[src/rtl/define.vh]
//============================================================================
// define.vh
//----------------------------------------------------------------------------
// Purpose : Shared text macros for the fetch path (bus widths, constant
//           words, ROM chip-enable levels, reset vector, stall levels).
//           if_stage_pkg carries the same values as typed localparams for
//           use inside the RTL.
// Revision: 1.0  initial release
//============================================================================
`ifndef IF_STAGE_DEFINE_VH
`define IF_STAGE_DEFINE_VH

`define InstAddrBus  31:0
`define InstBus      31:0
`define ZeroWord     32'h0000_0000
`define ChipEnable   1'b1
`define ChipDisable  1'b0
`define ResetVector  32'h0000_0000
`define Stop         1'b1
`define NoStop       1'b0

`endif

[src/rtl/if_stage_pkg.sv]
//============================================================================
// if_stage_pkg
//----------------------------------------------------------------------------
// Purpose : Types and constants shared by if_stage and its IF/ID register.
//           Constant values match define.vh.
// Contents: bus widths, reset vector, zero word, ROM enable levels,
//           fetch FSM state type, IF/ID register operation type,
//           word-alignment helper.
// Revision: 1.0  initial release
//============================================================================
`default_nettype none

package if_stage_pkg;

  localparam int unsigned INST_ADDR_W = 32;
  localparam int unsigned INST_W      = 32;

  localparam logic [INST_ADDR_W-1:0] RESET_VECTOR = 32'h0000_0000;
  localparam logic [INST_W-1:0]      ZERO_WORD    = 32'h0000_0000;
  localparam logic                   CHIP_ENABLE  = 1'b1;
  localparam logic                   CHIP_DISABLE = 1'b0;

  // Fetch sequencer: one BOOT cycle with the ROM disabled, then RUN.
  typedef enum logic [0:0] {
    ST_BOOT = 1'b0,
    ST_RUN  = 1'b1
  } fetch_state_e;

  // What the IF/ID register does on the next edge.
  typedef enum logic [1:0] {
    IFID_HOLD   = 2'd0,
    IFID_BUBBLE = 2'd1,
    IFID_LOAD   = 2'd2
  } ifid_op_e;

  // Instruction addresses are always word aligned.
  function automatic logic [INST_ADDR_W-1:0] word_align(
    input logic [INST_ADDR_W-1:0] addr
  );
    return addr & ~32'h0000_0003;
  endfunction

endpackage

`default_nettype wire

[src/rtl/if_id.sv]
//============================================================================
// if_id
//----------------------------------------------------------------------------
// Purpose : IF/ID pipeline register. Holds, bubbles or loads the fetched
//           (pc, instruction) pair as directed by if_stage.
// Ports   : clk       in   clock, rising edge
//           rst       in   synchronous active-low reset
//           op        in   HOLD / BUBBLE / LOAD for the next edge
//           pc        in   32  address of the instruction being fetched
//           inst      in   32  instruction word from ROM
//           id_pc     out  32  registered pc to ID
//           id_inst   out  32  registered instruction to ID
//           id_valid  out  1   registered valid to ID
// Revision: 1.0  initial release
//============================================================================
`default_nettype none

module if_id
  import if_stage_pkg::*;
(
  input  logic                   clk,
  input  logic                   rst,
  input  ifid_op_e               op,
  input  logic [INST_ADDR_W-1:0] pc,
  input  logic [INST_W-1:0]      inst,
  output logic [INST_ADDR_W-1:0] id_pc,
  output logic [INST_W-1:0]      id_inst,
  output logic                   id_valid
);

  always_ff @(posedge clk) begin
    if (!rst) begin
      id_pc    <= '0;
      id_inst  <= ZERO_WORD;
      id_valid <= 1'b0;
    end else begin
      case (op)
        IFID_LOAD: begin
          id_pc    <= pc;
          id_inst  <= inst;
          id_valid <= 1'b1;
        end
        IFID_BUBBLE: begin
          id_pc    <= '0;
          id_inst  <= ZERO_WORD;
          id_valid <= 1'b0;
        end
        default: begin
          // hold
        end
      endcase
    end
  end

endmodule

`default_nettype wire

[src/rtl/if_stage.sv]
//============================================================================
// if_stage
//----------------------------------------------------------------------------
// Purpose : Instruction fetch stage. BOOT->RUN sequencer, program counter
//           with single-delay-slot branch redirect, fetch counter, and the
//           IF/ID register (sub-module if_id).
// Config  : define IF_EXCEPTION_EN to add flush_i/new_pc_i, an exception
//           redirect that overrides stalls and branches.
// Ports   : clk              in   clock, rising edge
//           rst              in   synchronous active-low reset
//           stall_if         in   hold PC, bubble IF/ID
//           stall_id         in   hold IF/ID
//           branch_flag_i    in   taken branch/jump resolved in ID
//           branch_target_i  in   32  branch/jump target
//           flush_i          in   exception redirect (IF_EXCEPTION_EN)
//           new_pc_i         in   32  redirect address (IF_EXCEPTION_EN)
//           rom_ce_o         out  instruction ROM chip enable
//           pc_o             out  32  ROM byte address
//           inst_i           in   32  ROM data (combinational from pc_o)
//           id_pc_o          out  32  IF/ID pc
//           id_inst_o        out  32  IF/ID instruction
//           id_valid_o       out  IF/ID valid
//           fetch_cnt_o      out  32  instructions accepted into IF/ID
// Revision: 1.0  initial release
//============================================================================
`default_nettype none

module if_stage
  import if_stage_pkg::*;
(
  input  logic                   clk,
  input  logic                   rst,
  input  logic                   stall_if,
  input  logic                   stall_id,
  input  logic                   branch_flag_i,
  input  logic [INST_ADDR_W-1:0] branch_target_i,
`ifdef IF_EXCEPTION_EN
  input  logic                   flush_i,
  input  logic [INST_ADDR_W-1:0] new_pc_i,
`endif
  output logic                   rom_ce_o,
  output logic [INST_ADDR_W-1:0] pc_o,
  input  logic [INST_W-1:0]      inst_i,
  output logic [INST_ADDR_W-1:0] id_pc_o,
  output logic [INST_W-1:0]      id_inst_o,
  output logic                   id_valid_o,
  output logic [31:0]            fetch_cnt_o
);

  fetch_state_e           state_q;
  fetch_state_e           state_d;
  logic [INST_ADDR_W-1:0] pc_q;
  logic [INST_ADDR_W-1:0] pc_d;
  logic [31:0]            fetch_cnt_q;
  logic                   cnt_inc;
  ifid_op_e               ifid_op;

  always_ff @(posedge clk) begin
    if (!rst) begin
      state_q     <= ST_BOOT;
      pc_q        <= RESET_VECTOR;
      fetch_cnt_q <= '0;
    end else begin
      state_q <= state_d;
      pc_q    <= pc_d;
      if (cnt_inc) begin
        fetch_cnt_q <= fetch_cnt_q + 32'd1;
      end
    end
  end

  always_comb begin
    // BOOT lasts a single cycle; only reset returns the sequencer to it.
    state_d  = ST_RUN;
    rom_ce_o = CHIP_DISABLE;
    pc_d     = pc_q;
    ifid_op  = IFID_BUBBLE;
    cnt_inc  = 1'b0;

    if (state_q == ST_RUN) begin
      rom_ce_o = CHIP_ENABLE;
      if (stall_id) begin
        ifid_op = IFID_HOLD;
      end else if (!stall_if) begin
        ifid_op = IFID_LOAD;
        cnt_inc = 1'b1;
      end
      // The branch is ignored while IF is stalled; ID keeps asserting it
      // until the stall clears. The current fetch still loads (delay slot).
      if (!stall_if) begin
        pc_d = branch_flag_i ? word_align(branch_target_i) : pc_q + 32'd4;
      end
    end

`ifdef IF_EXCEPTION_EN
    if (flush_i) begin
      pc_d    = word_align(new_pc_i);
      ifid_op = IFID_BUBBLE;
      cnt_inc = 1'b0;
    end
`endif
  end

  assign pc_o        = pc_q;
  assign fetch_cnt_o = fetch_cnt_q;

  if_id u_if_id (
    .clk      (clk),
    .rst      (rst),
    .op       (ifid_op),
    .pc       (pc_q),
    .inst     (inst_i),
    .id_pc    (id_pc_o),
    .id_inst  (id_inst_o),
    .id_valid (id_valid_o)
  );

endmodule

`default_nettype wire

[config.mk]
export PLATFORM = sky130hd
export DESIGN_NAME = if_stage
export DESIGN_NICKNAME = d
export VERILOG_FILES = /design/src/rtl/define.vh /design/src/rtl/if_stage_pkg.sv /design/src/rtl/if_id.sv /design/src/rtl/if_stage.sv
export SDC_FILE = /design/constraint.sdc
export NUM_CORES = 1
export LEC_CHECK = 0
export BUFFER_PORTS_ARGS = -buffer_cell sky130_fd_sc_hd__buf_4
export CAP_MARGIN = 30
export CORE_UTILIZATION = 49
export CTS_CLUSTER_SIZE = 16
export DETAILED_ROUTE_END_ITERATION = 8
export GPL_ROUTABILITY_DRIVEN = 0
export PLACE_DENSITY = 0.82
export SETUP_SLACK_MARGIN = 0.02
export SLEW_MARGIN = 20
export SYNTH_ARGS = -nofsm -noshare
export SYNTH_HDL_FRONTEND = slang
export SYNTH_SLANG_ARGS = --single-unit
[constraint.sdc]
create_clock -name clk -period 3 [get_ports clk]
set_input_delay 0.3 -clock clk [delete_from_list [all_inputs] [get_ports clk]]
set_output_delay 0.3 -clock clk [all_outputs]
set_load 0.01 [all_outputs]
# After elaboration in Yosys (flattened, before gate mapping)
# Index checks and enable logic that the tools add are counted.
[word_totals] ff_bits=130 in_bits=69 output_inout_bits=130 elab_cells=25
[op_classes] addsub=2 n_eq_ne=2 muxes=12 bitwise_logic=1 n_reduce_logical=2
[ops] operator="one-hot mux 32 bit (2 select lines)" n=2
[ops] operator="adder 32 x 1 -> 32 bit, second input constant" n=1
[ops] operator="adder 32 x 3 -> 32 bit, second input constant" n=1
[ops] operator="two-way mux 32 bit" n=1
[ops] operator="two-way mux 2 bit" n=3
[ops] operator="two-way mux 1 bit" n=5
[ops] operator="== test 2 x 1 -> 1 bit, second input constant" n=1
[ops] operator="== test 2 bit, second input constant" n=1
[ops] operator="one-hot mux 1 bit (2 select lines)" n=1
[ops] operator="AND reduction 2 bit" n=1
[ops] operator="nonzero test 2 bit" n=1
[ops] operator="inverter 1 bit" n=1

# Depth between registers and ports, before layout
# Gate-level depths: netlist (run 1).
[depth] depth_word=5 depth_mapped=7 depth_no_buf=6

# Cells and area by module
# Synthesis (run 1) repeated with hierarchy kept, for this count alone.
[hier_totals] cells_unflattened=712 area_unflattened_um2=5944.5
[by_module_without_submodules] mod="if_stage" n_inst=1 cells_per_inst=421 area_each_um2=3414.5 seq_area_each_um2=1261.2
[by_module_without_submodules] mod="if_id" n_inst=1 cells_per_inst=291 area_each_um2=2529.9 seq_area_each_um2=1301.2

# Worst setup path after synthesis (run 1)
# No wires, ideal clock.
[synth_timing] path_kind="reg-to-reg" startpoint="register state_q" endpoint="register u_if_id.id_inst[21]" setup_ps=60 arrival_time_ps=2283 required_time_ps=2940 path_slack_ps=657 path_stages_with_launch=7 path_buffers=1 period_less_slack_ps=2343 path_cell_list="dfxtp_1 nor3b_1 inv_1 ha_1 nor3_1 clkbuf_1 a22o_1"
[synth_between] elab_chain_len=3 elab_cells_between_ends=5 cone_classes="2 x eq/ne; 2 x mux; 1 x reduce/logical"
[synth_rtl] element="start: declaration" line_no="if_stage.sv:50" text="fetch_state_e state_q;"
[synth_rtl] element="start signal: assignment" line_no="if_stage.sv:64" text="state_q <= state_d;"
[synth_rtl] element="two-way mux 2 bit *" line_no="if_stage.sv:80" text="if (state_q == ST_RUN) begin"
[synth_rtl] element="== test 2 x 1 -> 1 bit / == test 2 bit (equally long branches)" line_no="if_id.sv:37" text="case (op)"
[synth_rtl] element="one-hot mux 32 bit (2 select lines) / nonzero test 2 bit (equally long branches)"
[synth_rtl] element="end signal: assignment" line_no="if_id.sv:40" text="id_inst <= inst;"
[synth_rtl] element="end: declaration" line_no="if_id.sv:27" text="output logic [INST_W-1:0] id_inst,"
# Every way passes the cells marked *; elsewhere a longest branch is shown, timed or not.
# A chain may end at the register's enable or synchronous reset.

# Worst setup path in the final report (run 1)
[layout_timing] startpoint="register pc_q[2], in the netlist pc_o[2]" endpoint="register pc_q[18], in the netlist pc_o[18]"
[layout_between] elab_chain_len=2
[layout_rtl] element="start: declaration" line_no="if_stage.sv:52" text="logic [INST_ADDR_W-1:0] pc_q;"
[layout_rtl] element="start signal: assignment" line_no="if_stage.sv:65" text="pc_q <= pc_d;"
[layout_rtl] element="adder 32 x 3 -> 32 bit" line_no="if_stage.sv:91" text="pc_d = branch_flag_i ? word_align(branch_target_i) : pc_q + 32'd4;"
[layout_rtl] element="two-way mux 32 bit" line_no="if_stage.sv:91"
# No other way between the ends.

==> summary.txt, run 1 <==
Global routing
  • Maximum number of pins on one net before global-route repair: 53
  • Total overflow reported by the global router: 0
  • Total Routing Usage GR: 0.295
  • Number of global-route vias before repair: 5158
  • Number of antenna violations at the first check in global routing: 0
  • Global-route wire length before repair: 26.3 mm

Power
  • Power share of the sequential group: 0.417
  • Switch share: 0.229
  • IR drop worst, VDD: 0.000384 V
  • Net switching power figure: 0.985 mW
  • Internal power consumption: 3.32 mW
  • Clock share of power: 0.488
  • Power density relative to cell area: 554 nW/um^2
  • Total design power: 4.30 mW
  • Fraction of power consumed by combinational cells: 0.094
  • Leakage component of the power: 3.32 nW

Floorplanning
  • Die outline height: 106 um
  • Horizontal die dimension: 106 um
  • Initial Utilization: 0.511
  • Placeable core area: 10400 sq um
  • Count of standard-cell rows: 37
  • Die ar.: 11300 sq um
  • IO Count: 199

Synthesis
  • #FFs+latches synth: 127
  • Post-synthesis cell type count: 52
  • Number of instances in the synthesized netlist: 590
  • Share of synthesized area occupied by flip-flops and latches: 0.478
  • Syn Std Cell Area: 5320 sq um
  • EDFF count, synth: 0
  • Predominant post-synthesis flop cell: sky130_fd_sc_hd__dfxtp_1
  • Share of flip-flops with an asynchronous set or reset: 0
  • Average instance area after synthesis: 9.02 sq um
  • Total number of yosys warnings: 0

Clocking
  • Number of buffers inserted for hold repair after clock tree synthesis: 31
  • Clock sink count: 127
  • Clock Pin Slew Worst Setup and Hold Paths: 60 ps
  • Setup Buffers After CTS: 0
  • Maximum count of clock buffers along a single path: 2
  • Root cell of the clock tree: sky130_fd_sc_hd__clkbuf_8
  • Clock Latency Late Sink: 520 ps
  • CTS tree: done
  • Number of gates given a new drive strength after cts: 0
  • CTS Buf Count: 17
  • Clock H-tree levels: 4

Worst setup path
  • Worst reg2reg setup slack: 510 ps
  • Slowest cell on the critical path: sky130_fd_sc_hd__or4_1
  • Largest fanout on the critical path: 9
  • Kind of critical path: register to register
  • Worst EP arrival: 2880 ps
  • Kind of capture point of the worst setup path: register
  • Delay of the slowest critical-path stage: 750 ps
  • Worst reg2reg startpoint: pc_o[2]
  • Capturing point of the worst reg2reg path: pc_o[18]
  • CP Cell Sequence: ha_1 -> nand3_1 -> or4_1 -> nor4b_1 -> o21a_1 -> nor3_1
  • Cell count of the worst reg-to-reg path: 6
  • Required @ worst endpoint: 3390 ps
  • Kind of start point of the critical path: register
  • Launch point of the critical path: pc_o[2]

Placed design
  • Post-detail-place hpwl: 10.6 mm
  • Post-Place Worst Slack: 511 ps
  • Cell total after placement: 881
  • Port Buffers: 194

Timing
  • Final setup violation count: 0
  • Max transition margin: 0.459
  • Worst clock skew: 7.25 ps
  • Accumulated negative setup slack: 0 ps
  • Final number of max-transition violations: 0
  • RSZ-0062 raised after global routing: no
  • Fmax: 402 MHz
  • Transition time at the pin with the least slew margin: 804 ps
  • Tmin final: 2490 ps
  • Final WS setup: 510 ps
  • Hold violation total from the final report: 0
  • Part of the cycle the worst path needs: 0.830

Cells and area
  • Final layout net count: 868
  • Antenna Cells: 0
  • Share of post-route cells with drive strength above 1: 0.295
  • Post-layout util: 0.746
  • Number of standard cells in the final layout excluding fillers: 945
  • Area overhead of the layout relative to synthesis: 46.0%

Status
  • Result of the run: finished clean

Detailed routing
  • Average wire per cell in the routed design: 17.4 um
  • Total wirelength of the detailed-routed design: 16.5 mm
  • Vias/cell: 5.81
  • Number of DRC markers in iteration 0: 352
  • Drc violations: 0
  • Via total after detailed routing: 5494
  • Router iterations before antenna repair: 5
  • Antenna violation net count after detailed routing: 0

Min path
  • Hold crit path type: input port to register
  • Cell depth of the worst hold path: 2
  • Startpoint of the lowest-slack hold path: inst_i[5]
  • Worst Hold Endpoint: u_if_id.id_inst[5]

Run
  • Number of max-cap violations: 0
-- metrics by stage --
step | cell area [sq um] | hold slack, ps
CTS | 7760 | 4.58
floorplan | 5330 | 328
finish | 7770 | 20.8
global route | 7770 | 4.43
global placement | 6850 | 443
detailed placement | 6850 | 447
-- how the worst max path moves through the flow --
| stage | to | slack, ps | cells after the start |
|---|---|---|---|
| 2_1_floorplan | u_if_id.id_inst[21] | 660 | 6 |
| 3_3_place_gp | pc_o[31] | 600 | 5 |
| 3_5_place_dp | pc_o[26] | 510 | 6 |
| 4_1_cts | pc_o[18] | 500 | 6 |
| 5_1_grt | pc_o[26] | 340 | 6 |
| 6_report | pc_o[18] | 510 | 6 |
-- flip-flops by register name, indices dropped and copies added (netlist names) --
signal            flops
fetch_cnt_o          32
pc_o                 30
state_q               1
u_if_id.id_inst      32
u_if_id.id_pc        31
u_if_id.id_valid      1
-- worst max-delay path: cells and delay by family (launching register included) --
family                     cells  cell delay [ps]
AOI/OAI and AO/OA              1              180
adders and majority gates      1              260
DFF                            1              490
and+or+nand+nor                4             1430
-- cell usage after synthesis (all sizes together) (2+ instances only) --
master	count	share of area
inv	10	0.0071
a311oi	2	0.0033
o21a	2	0.0028
nand4	17	0.020
a22oi	2	0.0028
nand3	26	0.025
a31oi	3	0.0035
nor3b	2	0.0028
ha	3	0.0071
a21oi	40	0.038
nor3	15	0.014
o31ai	3	0.0042
mux2i	7	0.013
buf	8	0.0085
or4	4	0.0056
o21ai	30	0.028
a21o	3	0.0042
or3	15	0.018
and2	5	0.0059
xnor2	6	0.0099
a41oi	2	0.0033
nor4	4	0.0047
and3	16	0.019
nor2	41	0.029
a211oi	3	0.0042
and4	9	0.015
a32o	2	0.0038
a22o	62	0.10
dfxtp	127	0.48
clkbuf	42	0.030
o22ai	8	0.0094
nand2	40	0.028
xor2	15	0.025
-- layout by cell type, fill, tap and decap left out, drive strengths merged, types with 5 or more instances in the layout --
cell         count
a21oi           40
a22o            62
and2             5
and3            16
and4             9
buf            205
clkbuf          22
dfxtp          127
dlygate4sd3     31
inv             10
mux2i            7
nand2           40
nand3           26
nand4           17
nor2            41
nor3            15
o21ai           30
o22ai            8
or3             15
xnor2            6
xor2            15
-- routing by layer --
| layer | part of all wire | track usage |
|---|---|---|
| met3 | 0.072 | 0.0779 |
| met1 | 0.40 | 0.358 |
| met5 | 0 | 0 |
| met2 | 0.50 | 0.499 |
| met4 | 0.025 | 0.115 |
-- power groups by stage --
stage / combinational (mW) / clock [mW] / sequential (mW)
2_1_floorplan: 0.156 / 0 / 1.84
3_3_place_gp: 0.354 / 0 / 1.82
3_5_place_dp: 0.364 / 0 / 1.83
4_1_cts: 0.400 / 2.12 / 1.79
5_1_grt: 0.435 / 2.22 / 1.80
6_report: 0.406 / 2.10 / 1.80
-- cell families after synthesis --
family          Yosys count  synth area share
compound gates          173             0.229
xor+xnor                 21            0.0346
fa+ha+maj                 3           0.00705
buf+inv                  60            0.0451
flops                   127             0.478
mux                       7            0.0132
other cells               1          0.000705
simple gates            198             0.193
-- area by class of cell --
type,instances,area (sq um)
fill,749,2650
multi-input combinational,404,2550
sequential,127,2540
timing repair buffer,236,1870
clock buffer,22,443
tap,136,170
clock inverter,10,161
inverter,10,37.5
Power figures use the tool's default switching activity.
==> run 2, diff against run 1 <==
==> constraint.sdc (replaced) <==
create_clock -name clk -period 2.5 [get_ports clk]
set_input_delay 0.25 -clock clk [delete_from_list [all_inputs] [get_ports clk]]
set_output_delay 0.25 -clock clk [all_outputs]
set_load 0.01 [all_outputs]
==> run 2 against run 1 <==
Maximum frequency rose by 7.4%. First-iteration DRC count rose by 12%. Via count fell by 0.40%. Clock-buffer cell count fell by 4. Cell area rose by 1.1%. Non-clock buffer count rose by 12. Highest routed layer unchanged. Die area did not move. Utilization rose by 0.79 points. Global-route usage fell by 1.3 points.
==> summary.txt, run 2 (same netlist as run 1, synthesis figures left out) <==
Power
  • Leakage component of the power: 3.38 nW
  • Total design power: 5.06 mW
  • IR drop worst, VDD: 0.000665 V
  • Power density relative to cell area: 645 nW/um^2

Floorplanning
  • Count of standard-cell rows: 37
  • Initial Utilization: 0.511
  • Die outline height: 106 um
  • Die ar.: 11300 sq um
  • Horizontal die dimension: 106 um
  • IO Count: 199
  • Placeable core area: 10400 sq um

Detailed routing
  • Via total after detailed routing: 5472
  • Routed length on met2: 7.93 mm
  • Average wire per cell in the routed design: 16.6 um
  • Routed met1 length: 6.62 mm
  • Uppermost signal routing layer after detailed routing: met4
  • Antenna violation net count after detailed routing: 0
  • Drc violations: 0
  • Metal3 WL: 996 um
  • Number of DRC markers in iteration 0: 395
  • Vias/cell: 5.72
  • Total wirelength of the detailed-routed design: 15.9 mm
  • Router iterations before antenna repair: 5

Global routing
  • Number of antenna violations at the first check in global routing: 0
  • Total overflow reported by the global router: 0
  • Global-route wire length before repair: 25.5 mm
  • Maximum number of pins on one net before global-route repair: 52
  • Total Routing Usage GR: 0.282
  • Number of global-route vias before repair: 5030

Timing
  • Transition time at the pin with the least slew margin: 725 ps
  • Accumulated negative setup slack: 0 ps
  • Max transition margin: 0.512
  • Final number of max-transition violations: 0
  • Fmax: 431 MHz
  • Final setup violation count: 0
  • Hold violation total from the final report: 0
  • Part of the cycle the worst path needs: 0.928
  • Tmin final: 2320 ps
  • Final WS setup: 181 ps
  • Worst clock skew: 12.4 ps
  • RSZ-0062 raised after global routing: no

Worst setup path
  • CP Cell Sequence: nand3_1 -> or4_1 -> or3_1 -> or4_1 -> a31oi_1
  • Kind of critical path: register to register
  • Largest fanout on the critical path: 7
  • Kind of capture point of the worst setup path: register
  • Sum of buffers and inverters on the critical path: 0
  • Slowest cell on the critical path: sky130_fd_sc_hd__or4_1
  • Kind of start point of the critical path: register
  • Delay of the slowest critical-path stage: 600 ps
  • Required @ worst endpoint: 2930 ps
  • Worst EP arrival: 2750 ps
  • CP most frequent cell: sky130_fd_sc_hd__or4_1
  • Delay-heaviest family, CP: simple AND/OR/NAND/NOR gates

Status
  • Result of the run: finished clean

Cells and area
  • Area of the multi-input gates: 2560 sq um
  • Post-layout util: 0.754
  • Area overhead of the layout relative to synthesis: 47.6%
  • Antenna Cells: 0
  • Most frequent cells in the layout: sky130_fd_sc_hd__buf_4, sky130_fd_sc_hd__dfxtp_1, sky130_fd_sc_hd__a22o_1
  • Final Instance Area: 7850 sq um
  • Most common cell after layout, fill and taps aside: sky130_fd_sc_hd__buf_4
  • Register area: 2540 sq um
  • Final layout net count: 880
  • Number of inserted filler cells in the final layout: 738
  • Share of post-route cells with drive strength above 1: 0.309

Clocking
  • Clock Pin Slew Worst Setup and Hold Paths: 60 ps
  • CTS Buf Count: 17
  • Clock sink count: 127
  • Root cell of the clock tree: sky130_fd_sc_hd__clkbuf_8
  • Clock Latency Late Sink: 510 ps
  • Setup Buffers After CTS: 0
  • Maximum count of clock buffers along a single path: 2
  • CTS tree: done
  • Clock H-tree levels: 4

Min path
  • Hold crit path type: input port to register

Run
  • Number of max-cap violations: 0

Placed design
  • Port Buffers: 194
  • Post-detail-place hpwl: 10.4 mm
  • Post-Place Worst Slack: 144 ps
  • Post-DP Area: 6930 sq um
-- run 2: changes by cell type in the layout (fill, tap and decap cells not counted), moves of 2 or more --
cell                            previous run  this run
sky130_fd_sc_hd__clkinv_2                  2         4
sky130_fd_sc_hd__clkbuf_1                  4         1
sky130_fd_sc_hd__dlygate4sd3_1            31        33
sky130_fd_sc_hd__clkinv_4                  1         5
sky130_fd_sc_hd__buf_4                   203       214
-- run 2: path summary, 6_finish.rpt --
kind                      start                to  slack, ps  depth (start not counted)
max                    pc_o[11]          pc_o[31]        180                          5
min          branch_target_i[2]           pc_o[2]         50                          3
max reg2reg            pc_o[11]          pc_o[31]        180                          5
min reg2reg    u_if_id.id_valid  u_if_id.id_valid        460                          1
-- run 2: per-stage QoR --
step / std cells / hold slack [ps]
after floorplan: 591 / 278
after global placement: 891 / 437
after detailed placement: 892 / 444
after CTS: 957 / 17.6
after global routing: 957 / 31.1
final: 957 / 49.3
-- run 2: per-layer routing --
layer / global-route usage / up-vias
met5: 0 / -
met4: 0.124 / 0
met3: 0.0595 / 25
met2: 0.458 / 239
met1: 0.360 / 2588
li1: - / 2620
-- run 2: timing repair --
item                                   4_1_cts  5_1_grt
hold buffers                                33        0
endpoints found under the hold margin       33        0
resized for setup                            0        2
setup endpoints to repair                    0        4
-- run 2: tightest hold or removal path: stages --
cell	delay [ps]
sky130_fd_sc_hd__buf_4	110
sky130_fd_sc_hd__nand3_1	70
sky130_fd_sc_hd__a21oi_1	70
-- run 2: cell type report --
cell class                      count  share of cell area
Multi-Input combinational cell    404               0.326
Sequential cell                   127               0.324
Timing Repair Buffer              248               0.249
Clock buffer                       18              0.0532
Tap cell                          136              0.0217
Clock inverter                     14              0.0215
Inverter                           10             0.00478
-- run 2: power by group --
| group | internal, mW | leakage [nW] | switching, mW |
|---|---|---|---|
| logic | 0.256 | 2.06 | 0.236 |
| clock network | 1.52 | 0.284 | 0.903 |
| registers | 2.09 | 1.03 | 0.0645 |
| total | 3.86 | 3.38 | 1.20 |
